**config.mk**
```make
export PLATFORM = sky130hd
export DESIGN_NAME = div_seq_32bits_flat
export DESIGN_NICKNAME = d
export VERILOG_FILES = /design/src/rtl/div_seq_32bits_pkg.sv /design/src/rtl/div_seq_32bits_if.sv /design/src/rtl/div_seq_32bits_negate.sv /design/src/rtl/div_seq_32bits.sv /design/src/flat_wrapper.sv
export SDC_FILE = /design/constraint.sdc
export NUM_CORES = 1
export LEC_CHECK = 0
export BUFFER_PORTS_ARGS = -buffer_cell sky130_fd_sc_hd__buf_2
export CORE_UTILIZATION = 51
export DETAILED_ROUTE_END_ITERATION = 6
export HOLD_SLACK_MARGIN = 0.05
export PLACE_DENSITY = 0.71
export SLEW_MARGIN = 20
export SYNTH_ARGS = -nofsm -noshare
export SYNTH_HDL_FRONTEND = slang
export SYNTH_SLANG_ARGS = --single-unit
```
**constraint.sdc**
```tcl
create_clock -name clk -period 3 [get_ports clk]
set_input_delay 0.15 -clock clk [delete_from_list [all_inputs] [get_ports clk]]
set_output_delay 0.15 -clock clk [all_outputs]
set_load 0.05 [all_outputs]
```
**src/rtl/div_seq_32bits_pkg.sv**
```systemverilog
// Shared constants for the sequential divider: state encodings, default width, signed minimum.
package div_seq_32bits_pkg;

  localparam int DATA_WIDTH = 32;

  typedef logic [1:0] div_state_t;

  localparam div_state_t DIV_IDLE = 2'd0;
  localparam div_state_t DIV_CALC = 2'd1;
  localparam div_state_t DIV_FIX  = 2'd2;
  localparam div_state_t DIV_DONE = 2'd3;

  localparam logic [DATA_WIDTH-1:0] MIN = {1'b1, {(DATA_WIDTH-1){1'b0}}};

endpackage

```
**src/rtl/div_seq_32bits_if.sv**
```systemverilog
// Operand/result handshake bundle between the issue logic (master) and the divider (slave).
interface div_seq_32bits_if #(
  parameter int DATA_WIDTH = div_seq_32bits_pkg::DATA_WIDTH
);
  logic                  in_valid;
  logic                  in_ready;
  logic                  is_signed;
  logic [DATA_WIDTH-1:0] a;
  logic [DATA_WIDTH-1:0] b;
  logic                  out_valid;
  logic                  out_ready;
  logic [DATA_WIDTH-1:0] s;
  logic [DATA_WIDTH-1:0] r;
  logic                  overflow;

  modport master (
    output in_valid, is_signed, a, b, out_ready,
    input  in_ready, out_valid, s, r, overflow
  );

  modport slave (
    input  in_valid, is_signed, a, b, out_ready,
    output in_ready, out_valid, s, r, overflow
  );
endinterface

```
**src/rtl/div_seq_32bits_negate.sv**
```systemverilog
// Two's-complement negation, used for operand magnitudes and the sign fixup of the results.
module twos_negate_32bits #(
  parameter int DATA_WIDTH = 32
) (
  input  logic [DATA_WIDTH-1:0] a,
  output logic [DATA_WIDTH-1:0] s
);
  assign s = ~a + DATA_WIDTH'(1);
endmodule

```
**src/rtl/div_seq_32bits.sv**
```systemverilog
// Restoring radix-2 signed/unsigned divider, one quotient bit per clock.
// Optional macro DIV_FAST_ZERO_EN: finish in one cycle when |a| < |b|.
module div_seq_32bits
  import div_seq_32bits_pkg::*;
#(
  parameter int DATA_WIDTH = div_seq_32bits_pkg::DATA_WIDTH
) (
  input logic clk,
  input logic rst,
  div_seq_32bits_if.slave bus
);
  localparam int W  = DATA_WIDTH;
  localparam int CW = $clog2(W + 1);
  localparam logic [W-1:0] MIN_W = {1'b1, {(W-1){1'b0}}};

  div_state_t state, state_nx;
  logic [CW-1:0] count;
  logic [W-1:0] rem, quo, bmag;
  logic sign_a, sign_q;

  logic [W-1:0] s_q, r_q, s_d, r_d;
  logic ovf_q, ovf_d;
  logic in_ready_q, out_valid_q, in_ready_d, out_valid_d;

  logic [W-1:0] a_neg, b_neg, q_neg, r_neg, a_mag, b_mag;
  logic accept, b_zero, min_ovf, fast_zero, fast;
  logic [W:0] rem_sh;
  logic ge;
  logic [W-1:0] rem_nx, quo_nx;

  twos_negate_32bits #(.DATA_WIDTH(W)) u_neg_a (.a(bus.a), .s(a_neg));
  twos_negate_32bits #(.DATA_WIDTH(W)) u_neg_b (.a(bus.b), .s(b_neg));
  twos_negate_32bits #(.DATA_WIDTH(W)) u_neg_q (.a(quo),   .s(q_neg));
  twos_negate_32bits #(.DATA_WIDTH(W)) u_neg_r (.a(rem),   .s(r_neg));

  assign a_mag   = (bus.is_signed && bus.a[W-1]) ? a_neg : bus.a;
  assign b_mag   = (bus.is_signed && bus.b[W-1]) ? b_neg : bus.b;
  assign accept  = bus.in_valid && in_ready_q;
  assign b_zero  = (bus.b == '0);
  assign min_ovf = bus.is_signed && (bus.a == MIN_W) && (bus.b == '1);

`ifdef DIV_FAST_ZERO_EN
  assign fast_zero = !b_zero && (a_mag < b_mag);
`else
  assign fast_zero = 1'b0;
`endif

  assign fast = b_zero || min_ovf || fast_zero;

  // Shifted remainder is kept W+1 bits wide: divisors above 2^(W-1) push it past W bits.
  assign rem_sh = {rem, quo[W-1]};
  assign ge     = (rem_sh >= {1'b0, bmag});
  assign rem_nx = ge ? (rem_sh[W-1:0] - bmag) : rem_sh[W-1:0];
  assign quo_nx = {quo[W-2:0], ge};

  always_ff @(posedge clk) begin
    if (rst) state <= DIV_IDLE;
    else     state <= state_nx;
  end

  always_comb begin
    state_nx = state;
    case (state)
      DIV_IDLE: if (accept) state_nx = fast ? DIV_DONE : DIV_CALC;
      DIV_CALC: if (count == CW'(1)) state_nx = DIV_FIX;
      DIV_FIX:  state_nx = DIV_DONE;
      DIV_DONE: if (bus.out_ready) state_nx = DIV_IDLE;
      default:  state_nx = DIV_IDLE;
    endcase
  end

  // Handshake flags and results are computed from the next state and then registered.
  always_comb begin
    in_ready_d  = (state_nx == DIV_IDLE);
    out_valid_d = (state_nx == DIV_DONE);
    s_d   = s_q;
    r_d   = r_q;
    ovf_d = ovf_q;
    if (state == DIV_IDLE && accept && fast) begin
      if (b_zero) begin
        s_d = '1;    r_d = bus.a; ovf_d = 1'b1;
      end else if (min_ovf) begin
        s_d = MIN_W; r_d = '0;    ovf_d = 1'b1;
      end else begin
        s_d = '0;    r_d = bus.a; ovf_d = 1'b0;
      end
    end else if (state == DIV_FIX) begin
      s_d   = sign_q ? q_neg : quo;
      r_d   = sign_a ? r_neg : rem;
      ovf_d = 1'b0;
    end
  end

  always_ff @(posedge clk) begin
    if (rst) begin
      s_q         <= '0;
      r_q         <= '0;
      ovf_q       <= 1'b0;
      in_ready_q  <= 1'b1;
      out_valid_q <= 1'b0;
      rem         <= '0;
      quo         <= '0;
      bmag        <= '0;
      sign_a      <= 1'b0;
      sign_q      <= 1'b0;
      count       <= '0;
    end else begin
      s_q         <= s_d;
      r_q         <= r_d;
      ovf_q       <= ovf_d;
      in_ready_q  <= in_ready_d;
      out_valid_q <= out_valid_d;
      if (state == DIV_IDLE && accept) begin
        rem    <= '0;
        quo    <= a_mag;
        bmag   <= b_mag;
        sign_a <= bus.is_signed && bus.a[W-1];
        sign_q <= bus.is_signed && (bus.a[W-1] ^ bus.b[W-1]);
        count  <= CW'(W);
      end else if (state == DIV_CALC) begin
        rem   <= rem_nx;
        quo   <= quo_nx;
        count <= count - CW'(1);
      end
    end
  end

  assign bus.in_ready  = in_ready_q;
  assign bus.out_valid = out_valid_q;
  assign bus.s         = s_q;
  assign bus.r         = r_q;
  assign bus.overflow  = ovf_q;

endmodule

```
**src/flat_wrapper.sv**
```systemverilog
// flat-port wrapper written by rule: the top's interface ports become plain ports
module div_seq_32bits_flat import div_seq_32bits_pkg::*;
#(
  parameter int DATA_WIDTH = div_seq_32bits_pkg::DATA_WIDTH
)
  (clk, rst, bus_in_valid, bus_is_signed, bus_a, bus_b, bus_out_ready, bus_in_ready, bus_out_valid, bus_s, bus_r, bus_overflow);
  div_seq_32bits_if #(.DATA_WIDTH(DATA_WIDTH)) bus_i ();
  input logic clk;
  input logic rst;
  input wire logic [$bits(bus_i.in_valid)-1:0] bus_in_valid;
  input wire logic [$bits(bus_i.is_signed)-1:0] bus_is_signed;
  input wire logic [$bits(bus_i.a)-1:0] bus_a;
  input wire logic [$bits(bus_i.b)-1:0] bus_b;
  input wire logic [$bits(bus_i.out_ready)-1:0] bus_out_ready;
  output wire logic [$bits(bus_i.in_ready)-1:0] bus_in_ready;
  output wire logic [$bits(bus_i.out_valid)-1:0] bus_out_valid;
  output wire logic [$bits(bus_i.s)-1:0] bus_s;
  output wire logic [$bits(bus_i.r)-1:0] bus_r;
  output wire logic [$bits(bus_i.overflow)-1:0] bus_overflow;
  assign bus_i.in_valid = bus_in_valid;
  assign bus_i.is_signed = bus_is_signed;
  assign bus_i.a = bus_a;
  assign bus_i.b = bus_b;
  assign bus_i.out_ready = bus_out_ready;
  assign bus_in_ready = bus_i.in_ready;
  assign bus_out_valid = bus_i.out_valid;
  assign bus_s = bus_i.s;
  assign bus_r = bus_i.r;
  assign bus_overflow = bus_i.overflow;
  div_seq_32bits #(.DATA_WIDTH(DATA_WIDTH)) u_core (.clk(clk), .rst(rst), .bus(bus_i));
endmodule
```
# ---- Word-level counts from Yosys, hierarchy flattened
# Cells that the tools add are included.
dict set report totals {
  ff_bits 173
  input_bits 69
  out_inout_bits 67
  word_cells 73
}
dict set report op_classes {
  n_addsub 6
  magnitude_cmp 1
  n_eq_ne 7
  n_mux 26
  n_bitwise 5
  n_reduce_logical 15
}
# operator n
set ops {}
lappend ops {{two-way mux 32 bit} 15}
lappend ops {{adder 32 x 1 -> 32 bit (second input constant)} 4}
lappend ops {{NOT 32 bit} 4}
lappend ops {{== test 32 bit (second input constant)} 2}
lappend ops {{>= comparator 33 x 32 -> 1 bit} 1}
lappend ops {{zero test 32 bit} 1}
lappend ops {{subtractor 32 bit} 1}
lappend ops {{two-way mux 6 bit} 2}
lappend ops {{logical AND 1 bit} 8}
lappend ops {{two-way mux 2 bit} 4}
lappend ops {{one-hot mux 2 bit (4 select lines)} 1}
lappend ops {{== test 2 bit (second input constant)} 3}
lappend ops {{== test 6 x 1 -> 1 bit (second input constant)} 1}
lappend ops {{subtractor 6 x 1 -> 6 bit (second input constant)} 1}
lappend ops {{zero test 2 bit} 2}
lappend ops {{two-way mux 1 bit} 4}
lappend ops {{nonzero test 2 bit} 2}
lappend ops {{== test 2 x 1 -> 1 bit (second input constant)} 1}
lappend ops {{OR reduction 2 bit} 1}
lappend ops {{logical OR 1 bit} 1}
lappend ops {{bitwise XOR 1 bit} 1}

# ---- Longest topological paths before layout
# Gate-level depths: netlist of run 1.
dict set report logic_depth {
  depth_word 8
  depth_mapped 13
  depth_no_buf 13
}

# ---- Hierarchy
# Synthesis of run 1 repeated with hierarchy kept, for this count alone.
dict set report unflattened {
  hier_cells 1760
  hier_area_um2 13007.5
}
# module instances cells_per_inst area_per_inst_um2 seq_area_each_um2
set by_module_without_submodules {}
lappend by_module_without_submodules {div_seq_32bits 1 1428 10460.0 3463.3}
lappend by_module_without_submodules {twos_negate_32bits 4 83 636.9 0.0}

# ---- Worst setup path before layout of run 1
# No wires, ideal clock.
dict set report synth_timing {
  kind {reg-to-reg}
  startpoint {register u_core.quo[31]}
  endpoint {register u_core.rem[30]}
  setup_ns 0.120
  arrival_ns 2.902
  t_required_ns 2.880
  setup_slack_ns -0.021
  stages_incl_launch_ff 14
  n_path_buf 0
  period_less_slack_ns 3.021
  cell_sequence {dfxtp_1 > inv_1 > ha_1 > inv_1 > fa_1 > a21o_1 > a221o_1 > o311ai_0 > a41oi_1 > o21a_1 > o21a_1 > o21ai_0 > mux2i_1 > o31a_1}
}
dict set report synth_via {
  elab_chain_cells 2
  word_cells_on_any_way 3
  cone_classes {1 x add/sub; 1 x order compare; 1 x mux}
}
# item line_no
set synth_rtl {}
lappend synth_rtl {{start: declaration} div_seq_32bits.sv:18} ;# logic [W-1:0] rem, quo, bmag;
lappend synth_rtl {{start signal: assignment} div_seq_32bits.sv:115} ;# quo <= a_mag;
lappend synth_rtl {{start signal: assignment} div_seq_32bits.sv:122} ;# quo <= quo_nx;
lappend synth_rtl {{subtractor 32 bit or >= comparator 33 x 32 -> 1 bit (tied branches)} {div_seq_32bits.sv:53, div_seq_32bits.sv:52}}
lappend synth_rtl {{two-way mux 32 bit *} div_seq_32bits.sv:53} ;# assign rem_nx = ge ? (rem_sh[W-1:0] - bmag) : rem_sh[W-1:0];
lappend synth_rtl {{end signal: assignment} div_seq_32bits.sv:121} ;# rem <= rem_nx;
lappend synth_rtl {{end: declaration} div_seq_32bits.sv:18}
# Mark *: on every way between the ends. The rest lies on a longest branch, timed or not.
# A chain may end at the register's enable or synchronous reset.

# ---- Worst setup path after layout of run 1
dict set report layout_timing {
  startpoint {register u_core.rem[6]}
  endpoint {register u_core.r_q[23], in the netlist u_core.bus.r[23]}
}
dict set report layout_via {
  elab_chain_cells 5
}
# item line_no
set layout_rtl {}
lappend layout_rtl {{NOT 32 bit} div_seq_32bits_negate.sv:8} ;# assign s = ~a + DATA_WIDTH'(1);
lappend layout_rtl {{adder 32 x 1 -> 32 bit} div_seq_32bits_negate.sv:8}
lappend layout_rtl {{two-way mux 32 bit} div_seq_32bits.sv:89} ;# r_d = sign_a ? r_neg : rem;
lappend layout_rtl {{two-way mux 32 bit} div_seq_32bits.sv:87} ;# end else if (state == DIV_FIX) begin
lappend layout_rtl {{two-way mux 32 bit} div_seq_32bits.sv:79} ;# if (state == DIV_IDLE && accept && fast) begin
lappend layout_rtl {{end signal: assignment} div_seq_32bits.sv:109} ;# r_q <= r_d;
lappend layout_rtl {{end: declaration} div_seq_32bits.sv:21} ;# logic [W-1:0] s_q, r_q, s_d, r_d;
# No other way between the ends. The select of a mux whose other input is x is not followed.

==> results of run 1 <==
routing by layer:
metal	GRT usage	part of all wire	wire length (um)
met1	0.391	0.43	15200
met2	0.541	0.48	17100
met3	0.0367	0.061	2160
met4	0.118	0.029	1040
met5	0	0	0
worst min-delay path by stage:
stage / startpoint / endpoint / slack [ns]
2_1_floorplan: bus_a[22] / u_core.bus.r[22] / 0.26
3_3_place_gp: u_core.bus.overflow / u_core.bus.overflow / 0.44
3_5_place_dp: u_core.bus.overflow / u_core.bus.overflow / 0.45
4_1_cts: bus_b[1] / u_core.bmag[1] / 0.05
5_1_grt: bus_b[0] / u_core.bmag[0] / 0.05
6_report: bus_b[1] / u_core.bmag[1] / 0.04
synth_stat cells, types with 28 or more instances:
| master | number |
|---|---|
| inv_1 | 54 |
| nand3_1 | 28 |
| xor2_1 | 88 |
| a21oi_1 | 149 |
| a22oi_1 | 34 |
| nand2_1 | 155 |
| a211oi_1 | 57 |
| clkbuf_1 | 92 |
| dfxtp_1 | 173 |
| ha_1 | 39 |
| o31ai_1 | 30 |
| nor3_1 | 33 |
| nor2_1 | 149 |
| o21ai_0 | 85 |
| xnor2_1 | 57 |
report_power, final:
group	total (uW)	internal, uW	switching (uW)
logic	4310	1920	2390
clock network	2370	1350	1020
registers	2760	2520	242
total	9430	5790	3650
tightest hold or removal path, cell delays in order:
cell and delay (ns):
buf_2 0.14, nand2_1 0.06, a311oi_1 0.09
state kept, by name, indices dropped and copies added (netlist names):
name	count
u_core.bmag	32
u_core.bus.in_ready	1
u_core.bus.out_valid	1
u_core.bus.overflow	1
u_core.bus.r	32
u_core.bus.s	32
u_core.count	6
u_core.quo	32
u_core.rem	32
u_core.sign_a	1
u_core.sign_q	1
u_core.state	2
layout make-up:
cell class	instances	area, um2	area share
clock inverter	13	176	0.0125
timing repair buffer	286	1940	0.137
clock buffer	18	439	0.0310
multi-input combinational	1158	7580	0.535
tap	275	344	0.0243
sequential	173	3480	0.246
inverter	54	205	0.0145
timing repair:
item                                    in CTS  in global routing
pin swaps                                    9                 22
resized for setup                           11                 72
gates cloned                                 0                  1
endpoints found under the hold margin       20                  0
endpoints found under the setup margin      14                 59
hold buffers                                20                  0
buffers inserted                             3                  9
cells by family after synthesis:
kind of cell	Yosys count	share of synthesized area
AND/OR/NAND/NOR	486	0.202
AO/OA/AOI/OAI	479	0.274
flip-flops	173	0.308
buffers and inverters	154	0.0516
XOR/XNOR	145	0.113
adder cells (fa/ha/maj)	40	0.0451
multiplexers	8	0.00711
metrics by stage:
stage,power [uW],worst slack [ns],TNS (ns),area (um2)
global placement,6510,-0.0842,-0.180,12900
detailed placement,6570,-0.119,-0.551,12900
CTS,9000,-0.0258,-0.0258,13700
finish,9430,0.00388,0,14200
floorplan,5280,-0.0000573,-0.0000573,11300
global route,9950,-0.101,-0.545,14200
==> results.yml, run 1 <==
setup_path:
  cp-startpoint: "u_core.rem[6]"
  crit_slowest_cell: "or4_4"
  timing.rr.end: "u_core.bus.r[23]"
  reg2reg_slack_ns: 0.004
  crit_end: "u_core.bus.r[23]"
  worstSetupPathType: "reg -> reg"
  worstPathArrival_ns: 3.29
  critical_path_depth: 9
  end_kind: "register"
  path_delay_family: "simple AND/OR/NAND/NOR gates"
  slowest_delay_ns: 0.53
  crit_chain: "or4_4, or4_4, or3_4, or4_4, o41ai_2, xor2_1, a21oi_1, a21oi_1, nor3_1"
  cp_num_buf_inv: 0
  crit_required_ns: 3.29
  cp_common_cell: "or4_4"
  crit_path_start_kind: "register"
  r2r-start: "u_core.rem[6]"
  r2r_cells: 9
  path_max_fanout: 6
logic_synthesis:
  ys_ff_latch: 173
  synth_nets: 1594
  synth_area_um2: 11300
  yosys.cell_types.count: 66
  avgSynthCellArea_um2: 7.58
  yosysWarningCount: 0
  ys_seq_area_frac: 0.308
  synth_edf_count: 0
  yosysTopAreaCellShare: 0.308
  synth_top_cell_by_area: "dfxtp_1"
  synthFlopType: "dfxtp_1"
  synthCells: 1485
  synthArstFlopShare: 0
  synth.area.top_cells: "dfxtp_1, xor2_1, a21oi_1"
global_route:
  grt_pass1_vias: 11000
  antenna_found_initial: 0
  grtUsageTotal: 0.311
  overflow: 0
  grt_pass1_wl_mm: 55.4
  grt_max_degree: 84
finish:
  drive_above_1_share: 0.223
  final_cells: 1977
  mostFrequentLayoutCells: "dfxtp_1, nand2_1, a21oi_1, nor2_1, buf_2"
  final.fill_count: 1826
  diodes: 0
  final_util: 0.663
  area_growth_pct: 25.8
  final_common_cell: "dfxtp_1"
  nets: 1799
timing:
  rsz0062_at_grt: "yes"
  final_hold_viol_count: 0
  tightest_slew_ns: 1.09
  fin_skew_ns: 0.0106
  fin_crit_sh: 0.999
  finalSetupViolCount: 0
  holdWs_ns: 0.0445
  slew_headroom: 0.271
  fin_crit_ns: 3.00
  drv_slew: 0
  max_clock_freq_mhz: 334
route:
  vias: 11700
  wl_per_cell_um: 18.0
  viasPerCell: 5.94
  drt_iter0_markers: 732
  firstDrtPassIters: 5
  wl_mm: 35.5
  final_antenna_net_count: 0
  drc: 0
die:
  die_height_um: 151
  core-area_um2: 21400
  dieArea_um2: 22700
  die_w_um: 151
  io_pins: 136
  rows: 53
  initial_core_util: 0.527
clock_network:
  cts_made_buffers: 17
  htree_levels: 4
  clk_path_buf_depth: 2
  clk_pin_slew_ns: 0.07
  clock_latency_ns: 0.44
  cts-root-buf: "clkbuf_16"
  clkSinkCount: 173
  cts_tree: "yes"
placement:
  place_hpwl_mm: 25.9
  port_buffers: 135
  placedCellCount: 1915
  routabilityCongestion: 0.966
min_path:
  whs_path_depth: 3
  hold_class: "in -> reg"
run_status:
  status: "complete, no violations"
power:
  leakagePower_uw: 0.00570
  peakVddDrop_mv: 0.431
  p_per_area_nw_per_um2: 666
job:
  maxCapViolations: 0
No activity file was read; power rests on OpenSTA's default activity.
==> inputs of run 2 (changes only) <==
--- a/config.mk
+++ b/config.mk
@@ -6,11 +6,12 @@
 export NUM_CORES = 1
 export LEC_CHECK = 0
 export BUFFER_PORTS_ARGS = -buffer_cell sky130_fd_sc_hd__buf_2
+export CORE_MARGIN = 8
 export CORE_UTILIZATION = 51
 export DETAILED_ROUTE_END_ITERATION = 6
 export HOLD_SLACK_MARGIN = 0.05
 export PLACE_DENSITY = 0.71
-export SLEW_MARGIN = 20
+export SLEW_MARGIN = 10
 export SYNTH_ARGS = -nofsm -noshare
 export SYNTH_HDL_FRONTEND = slang
 export SYNTH_SLANG_ARGS = --single-unit
==> constraint.sdc (replaced) <==
create_clock -name clk -period 3 [get_ports clk]
set_input_delay 0.15 -clock clk [delete_from_list [all_inputs] [get_ports clk]]
set_output_delay 0.15 -clock clk [all_outputs]
set_load 0.02 [all_outputs]
==> run 2 against run 1 <==
  * Via count is 0.20% higher
  * Register-to-register slack hardly changed
  * Combinational power is 2% lower
  * Sequential power hardly changed
  * Routed wire length is 2.9% higher
  * Total power is 2.7% lower
  * First-iteration DRC count is 16% higher
  * Utilization is 1.5 points lower
  * Design area is 0.49% lower
  * Critical path depth stayed put
  * Clock skew is 0.00080 ns lower
  * Maximum frequency is 0.24% higher
==> results.yml, run 2 (synthesized netlist as in run 1, its figures left out) <==
finish:
  area_growth_pct: 25.2
  multi_input_area_um2: 7520
  seqCellArea_um2: 3480
  stdcell_area_um2: 14100
  final.fill_count: 1914
  diodes: 0
  mostFrequentLayoutCells: "dfxtp_1, nand2_1, a21oi_1"
  final_common_cell: "dfxtp_1"
  drive_above_1_share: 0.226
  nets: 1804
timing:
  drv_slew: 0
  fin_skew_ns: 0.00975
  slew_headroom: 0.394
  max_clock_freq_mhz: 335
  fin_crit_ns: 2.99
  finalSetupViolCount: 0
  fin_crit_sh: 0.996
  rsz0062_at_grt: "yes"
  final_hold_viol_count: 0
  tightest_slew_ns: 0.907
setup_path:
  crit_slowest_cell: "or4_4"
  worstSetupPathType: "reg -> reg"
  end_kind: "register"
  cp_num_buf_inv: 0
  crit_required_ns: 3.30
  worstPathArrival_ns: 3.29
  crit_path_start_kind: "register"
  path_delay_family: "simple AND/OR/NAND/NOR gates"
  slowest_delay_ns: 0.54
  cp_common_cell: "or4_4"
  path_max_fanout: 6
  crit_chain: "or4_4, or4_4, or3_4, or4_4, o41ai_4, xor2_1, a21oi_1, a21oi_1, nor3_1"
power:
  p_per_area_nw_per_um2: 651
  power_uw: 9180
  p_sw_uw: 3650
  leakagePower_uw: 0.00570
  p_comb_frac: 0.460
  pwr-share-seq: 0.298
  power_frac_clock: 0.242
  p_int_uw: 5530
  p_sw_frac: 0.398
  peakVddDrop_mv: 0.475
clock_network:
  cts_tree: "yes"
  cts_made_buffers: 17
  cts-root-buf: "clkbuf_16"
  clk_pin_slew_ns: 0.08
  clock_latency_ns: 0.44
  htree_levels: 4
  clk_path_buf_depth: 2
  clkSinkCount: 173
placement:
  routabilityCongestion: 0.928
  place_hpwl_mm: 27.3
  placed_area_um2: 13000
  port_buffers: 135
run_status:
  status: "complete, no violations"
route:
  viasPerCell: 5.92
  firstDrtPassIters: 6
  drt_iter0_markers: 848
  wl_mm: 36.6
  vias: 11800
  wl_per_cell_um: 18.4
  final_antenna_net_count: 0
  drc: 0
min_path:
  hold_class: "in -> reg"
die:
  core-area_um2: 21800
  die_w_um: 165
  die_height_um: 165
  initial_core_util: 0.517
  dieArea_um2: 27100
  rows: 54
  io_pins: 136
global_route:
  grt_max_degree: 68
  overflow: 0
  grtUsageTotal: 0.262
  grt_pass1_vias: 11100
  antenna_found_initial: 0
  grt_pass1_wl_mm: 57.1
job:
  maxCapViolations: 0
[run 2: cell types whose count changed in the layout (fill, tap and decap cells not counted), moves of 3 or more]
cell | previous run | this run
buf_4 | 124 | 129
ha_4 | 7 | 4
bufinv_16 | 3 | 0
inv_8 | 1 | 6
[run 2: cell type report]
type                    instances  area share
flip-flops and latches        173       0.247
well taps                     280      0.0249
clock inverters                14     0.00959
multi-input cells            1158       0.533
clock buffers                  18      0.0312
inverters                      54      0.0144
repair buffers                291       0.140
[run 2: worst reg2reg max path, stage by stage, from the launching register on]
cell and delay [ns]:
dfxtp_2 0.32, or4_4 0.54, or4_4 0.43, or3_4 0.39, or4_4 0.50, o41ai_4 0.23
xor2_1 0.17, a21oi_1 0.08, a21oi_1 0.13, nor3_1 0.06
[run 2: power by group through the flow]
stage	clock [uW]	combinational, uW	sequential (uW)
CTS	2230	3970	2730
finish	2220	4220	2740
global route	2330	4590	2770
global placement	0	3810	2770
detailed placement	0	3850	2780
floorplan	0	2460	2770
[run 2: final timing paths]
check,endpoint,cells past startpoint,from,slack [ns]
setup / recovery,u_core.bus.r[23],9,u_core.rem[6],0.01
hold / removal,u_core.quo[27],4,bus_a[27],0.07
setup reg to reg,u_core.bus.r[23],9,u_core.rem[6],0.01
hold reg to reg,u_core.bus.overflow,2,u_core.bus.overflow,0.48
[run 2: metal layers]
| layer | part of all wire | wire length (um) | vias up | global-route usage |
|---|---|---|---|---|
| met5 | 0 | 0 | - | 0 |
| met4 | 0.037 | 1360 | 0 | 0.121 |
| met3 | 0.058 | 2140 | 82 | 0.0346 |
| met2 | 0.48 | 17700 | 375 | 0.449 |
| met1 | 0.42 | 15400 | 5501 | 0.320 |
| li1 | - | - | 5810 | - |
[run 2: through the flow]
| step | hold slack (ns) | setup TNS, ns | util | std cells | setup WS (ns) |
|---|---|---|---|---|---|
| floorplan | 0.258 | -0.0000573 | - | 1485 | -0.0000573 |
| global placement | 0.443 | -0.208 | 0.596 | 1929 | -0.0793 |
| detailed placement | 0.450 | -0.657 | 0.596 | 1929 | -0.119 |
| CTS | 0.0554 | -0.00722 | 0.636 | 1984 | -0.00722 |
| global route | 0.0790 | -0.717 | 0.648 | 1988 | -0.132 |
| finish | 0.0667 | 0 | 0.648 | 1988 | 0.0111 |
[run 2: what timing repair did]
item / 4_1_cts / 5_1_grt
endpoints found under the setup margin: 24 / 59
hold endpoints to repair: 23 / 0
hold buffers: 21 / 0
resized for setup: 20 / 56
setup buffers: 2 / 4
cloned: 0 / 0
pin swaps: 9 / 21
